File: src/rtl/rr_reg_write_encoder.sv
`default_nettype none
// ============================================================================
// Module   : rr_reg_write_encoder
// Purpose  : Round-robin 8:3 encoder for register-file write requests. Picks
//            one requester, holds its index/one-hot grant until Ack or until
//            the grant has been held TIMEOUT cycles, then rotates priority.
// Revision : 1.0 - initial release
// ============================================================================
module rr_reg_write_encoder #(
  parameter int TIMEOUT = 15,
  parameter int CW      = 4
) (
  input  logic       clk,
  input  logic       rst,
  input  logic [7:0] Req,
  input  logic       Ack,
  output logic       A0,
  output logic       A1,
  output logic       A2,
  output logic       Enable,
  output logic [7:0] Grant,
  output logic       Timeout
);

  // Last count value before a held grant is aborted.
  localparam logic [CW-1:0] CNT_LAST = CW'(TIMEOUT - 1);

  typedef enum logic [0:0] {
    IDLE  = 1'b0,
    GRANT = 1'b1
  } state_t;

  state_t      state, next_state;
  logic [2:0]  ptr, next_ptr;
  logic [2:0]  idx, next_idx;
  logic [CW-1:0] cnt, next_cnt;
  logic [7:0]  grant_q, next_grant;
  logic        enable_q, next_enable;
  logic        timeout_q, next_timeout;

  logic [2:0]  winner;
  logic [2:0]  cand;
  logic        found;

  // Rotating priority scan starting at ptr; first set request wins.
  always_comb begin
    winner = 3'd0;
    cand   = 3'd0;
    found  = 1'b0;
    for (int i = 0; i < 8; i++) begin
      cand = ptr + 3'(i);
      if (!found && Req[cand]) begin
        winner = cand;
        found  = 1'b1;
      end
    end
  end

  // Next-state and next-output logic; every output is registered below.
  always_comb begin
    next_state   = state;
    next_ptr     = ptr;
    next_idx     = idx;
    next_cnt     = cnt;
    next_grant   = grant_q;
    next_enable  = enable_q;
    next_timeout = 1'b0;
    case (state)
      IDLE: begin
        // Ack in IDLE carries no meaning and is ignored.
        if (found) begin
          next_state          = GRANT;
          next_idx            = winner;
          next_grant          = 8'd0;
          next_grant[winner]  = 1'b1;
          next_enable         = 1'b1;
          next_cnt            = '0;
        end
      end
      GRANT: begin
        // Ack takes precedence over a simultaneous timeout.
        if (Ack || (cnt == CNT_LAST)) begin
          next_state   = IDLE;
          next_ptr     = idx + 3'd1;
          next_idx     = 3'd0;
          next_grant   = 8'd0;
          next_enable  = 1'b0;
          next_timeout = ~Ack;
        end else begin
          next_cnt = cnt + 1'b1;
        end
      end
      default: next_state = IDLE;
    endcase
  end

  // State and output registers with synchronous reset.
  always_ff @(posedge clk) begin
    if (rst) begin
      state     <= IDLE;
      ptr       <= 3'd0;
      idx       <= 3'd0;
      cnt       <= '0;
      grant_q   <= 8'd0;
      enable_q  <= 1'b0;
      timeout_q <= 1'b0;
    end else begin
      state     <= next_state;
      ptr       <= next_ptr;
      idx       <= next_idx;
      cnt       <= next_cnt;
      grant_q   <= next_grant;
      enable_q  <= next_enable;
      timeout_q <= next_timeout;
    end
  end

  assign A0      = idx[0];
  assign A1      = idx[1];
  assign A2      = idx[2];
  assign Enable  = enable_q;
  assign Grant   = grant_q;
  assign Timeout = timeout_q;

endmodule
`default_nettype wire

File: config.mk
export PLATFORM = sky130hd
export DESIGN_NAME = rr_reg_write_encoder
export DESIGN_NICKNAME = d
export VERILOG_FILES = /design/src/rtl/rr_reg_write_encoder.sv
export SDC_FILE = /design/constraint.sdc
export NUM_CORES = 1
export LEC_CHECK = 0
export ABC_AREA = 1
export ABC_CLOCK_PERIOD_IN_PS = 2800
export CORE_ASPECT_RATIO = 0.6
export CORE_MARGIN = 3
export CORE_UTILIZATION = 45
export DETAILED_ROUTE_END_ITERATION = 8
export PLACE_DENSITY = 0.68
export RECOVER_POWER = 50
export SLEW_MARGIN = 10
export SYNTH_ARGS = -nofsm -noshare
export SYNTH_HDL_FRONTEND = slang
export SYNTH_SLANG_ARGS = --single-unit
export TNS_END_PERCENT = 50
File: constraint.sdc
create_clock -name clk -period 2.8 [get_ports clk]
set_input_delay 0.56 -clock clk [delete_from_list [all_inputs] [get_ports clk]]
set_output_delay 0.56 -clock clk [all_outputs]
set_load 0.02 [all_outputs]
==> flow_summary.yaml <==
run_status:
  status: "finished, final reports clean"
synthesis:
  syn_avg_cell_area_um2: 6.51
  synthMuxAreaShare_pct: 0
  syn_area_um2: 1680
  yosys_warnings: 0
  synth_fa_ha_area_share_pct: 3.72
  synth_top_family_by_area: "simple AND/OR/NAND/NOR gates"
  synth-compound-area-share_pct: 7.74
  synth-seq-area-share_pct: 25.0
  ys_seq_elements: 21
  synthSimpleGateAreaFrac_pct: 49.4
  synth_cells: 258
  synthDistinctLibCells: 30
  synth_xor_xnor_area_share_pct: 3.57
  synth_fp_nets: 274
route:
  drtIter0Drc: 152
  avgRoutedWirePerCell_um: 11.9
  drc_errors: 0
  drt_first_pass_iters: 4
  via_per_inst: 4.91
  num_vias: 1615
  routed_wl_um: 3930
  final_antenna_net_count: 0
clock_tree:
  clk_pin_slew_worst_paths_ns: 0.07
  cts_resized: 0
  cts_htree_levels: 1
  clock_latency_ns: 0.26
  clkSinkCount: 21
  cts_hold_buf: 0
  post-cts-setup-buffers: 0
  root_buffer: "clkbuf_8"
  clk_path_buf_depth: 2
  numCtsBuffers: 3
  tritoncts: "yes"
placed_design:
  hpwl_um: 3220
  gp_congestion: 0.972
  io_buffers: 23
sta:
  fin_crit_sh_pct: 86.2
  max_freq_mhz: 414
  worst_slew_pin_slew_ns: 0.591
  whs_ns: 0.464
  skew_ns: 0.00117
  finalHoldViolCount: 0
  setup_viol: 0
  fin_crit_ns: 2.41
  slew_headroom_pct: 60.5
  slew_violations: 0
  rsz0062_at_grt: "no"
  fin_tns_setup_ns: 0
worst_setup_path:
  critical_path_required_ns: 2.99
  worstPathMaxFanout: 7
  critPathCaptureType: "register"
  critical_path_class: "register to register"
  start_kind: "register"
  cp.arrival_ns: 2.60
power:
  p_leak_uw: 0.000977
  irDropWorstVdd_v: 0.000282
  powerDensity_nw_per_um2: 488
layout:
  antennaDiodeCount: 0
  layout_common_cells: "60 x nand2_1, 34 x nand3_1, 34 x nor2_1, 30 x inv_1, 21 x dfxtp_1"
  drive_gt1_share_pct: 16.5
  area_growth_syn_to_layout_pct: 19.5
  final_common_cell: "nand2_1"
  layout.nets: 301
die:
  io-pin-count: 24
  dieArea_um2: 4530
  core_um2: 3420
  die_width_um: 84.9
  die_h_um: 53.3
  rows: 16
  start_util_pct: 49.1
grt:
  grt-ovfl-total: 0
  grt_pass1_wl_um: 6570
  track_usage_pct: 18.8
  grt_pass1_vias: 1360
  grt_max_degree: 18
  antenna_found_initial: 0
hold_path:
  hold_path_class: "register to register"
flow_run:
  drv_cap: 0
==> final timing paths <==
path                               from                    end  slack [ns]  cells after the start
setup / recovery    ptr[1]$_SDFFE_PP0P_    idx[2]$_SDFFE_PP0P_        0.39                     15
hold / removal    Grant[5]$_SDFFE_PP0P_  Grant[5]$_SDFFE_PP0P_        0.46                      2
setup reg to reg    ptr[1]$_SDFFE_PP0P_    idx[2]$_SDFFE_PP0P_        0.39                     15
hold reg to reg   Grant[5]$_SDFFE_PP0P_  Grant[5]$_SDFFE_PP0P_        0.46                      2
==> synthesized netlist by cell type, drive strengths merged <==
| library cell | number | area share, % |
|---|---|---|
| ha | 5 | 3.7 |
| o21ai | 7 | 2.8 |
| xnor2 | 4 | 2.5 |
| dfxtp | 21 | 25 |
| a21oi | 12 | 3.8 |
| inv | 35 | 7.8 |
| nand3b | 1 | 0.45 |
| clkbuf | 2 | 0.45 |
| nand4 | 3 | 2.0 |
| nand2 | 73 | 18 |
| nor2 | 39 | 12 |
| xor2 | 2 | 1.0 |
| clkinv | 1 | 0.30 |
| nand3 | 45 | 17 |
| o21bai | 1 | 0.45 |
| o22ai | 2 | 0.74 |
| nor3 | 1 | 0.30 |
| buf | 4 | 2.0 |
==> critical path, cell delays in order (launching register included) <==
cell and delay [ns]:
dfxtp_1 0.34, inv_2 0.09, ha_1 0.33, inv_2 0.16, nand3_1 0.10, nand2_1 0.14, nor2_1 0.09, nor2_4 0.13
nand4_4 0.15, nor2_8 0.15, nand2_2 0.07, o21ai_4 0.16, nand2_2 0.12, clkinv_2 0.12, nand2_1 0.06, a21oi_1 0.13
==> routing by layer <==
layer	part of all wire (%)	GRT usage (%)
met5	0	0
met4	0.25	3.16
met3	7.9	5.44
met2	33	21.6
met1	58	31.5
==> cell type report <==
cell class | count | area, µm²
inverter | 36 | 136
clock buffer | 4 | 45.0
timing repair buffer | 28 | 268
multi-input combinational | 195 | 1080
tap | 45 | 56.3
fill | 313 | 1420
sequential | 21 | 420
==> per-stage QoR <==
| step | instance area [µm²] | setup WS (ns) | util, % | cells | power, µW |
|---|---|---|---|---|---|
| 2_1_floorplan | 1680 | 0.370 | - | 258 | 667 |
| 3_3_place_gp | 1960 | 0.203 | 57.3 | 325 | 791 |
| 3_5_place_dp | 1960 | 0.198 | 57.3 | 325 | 790 |
| 4_1_cts | 2010 | 0.387 | 58.7 | 329 | 988 |
| 5_1_grt | 2010 | 0.154 | 58.7 | 329 | 1050 |
| 6_report | 2010 | 0.386 | 58.7 | 329 | 980 |
==> report_power, final <==
group | internal (µW) | switching [µW]
clock network | 101 | 96.8
logic | 151 | 292
registers | 322 | 15.9
total | 575 | 405
==> sequential cells by signal (all words and copies together), names as in the netlist <==
name,cells
Grant,8
cnt,4
idx,3
Timeout,1
ptr,3
Enable,1
state,1
==> kinds of logic after synthesis <==
group | count (synthesis)
buffers and inverters | 42
XOR/XNOR | 6
AND/OR/NAND/NOR | 162
adder cells (fa/ha/maj) | 5
AO/OA/AOI/OAI | 22
flip-flops | 21
No activity file was read; power rests on OpenSTA's default activity.
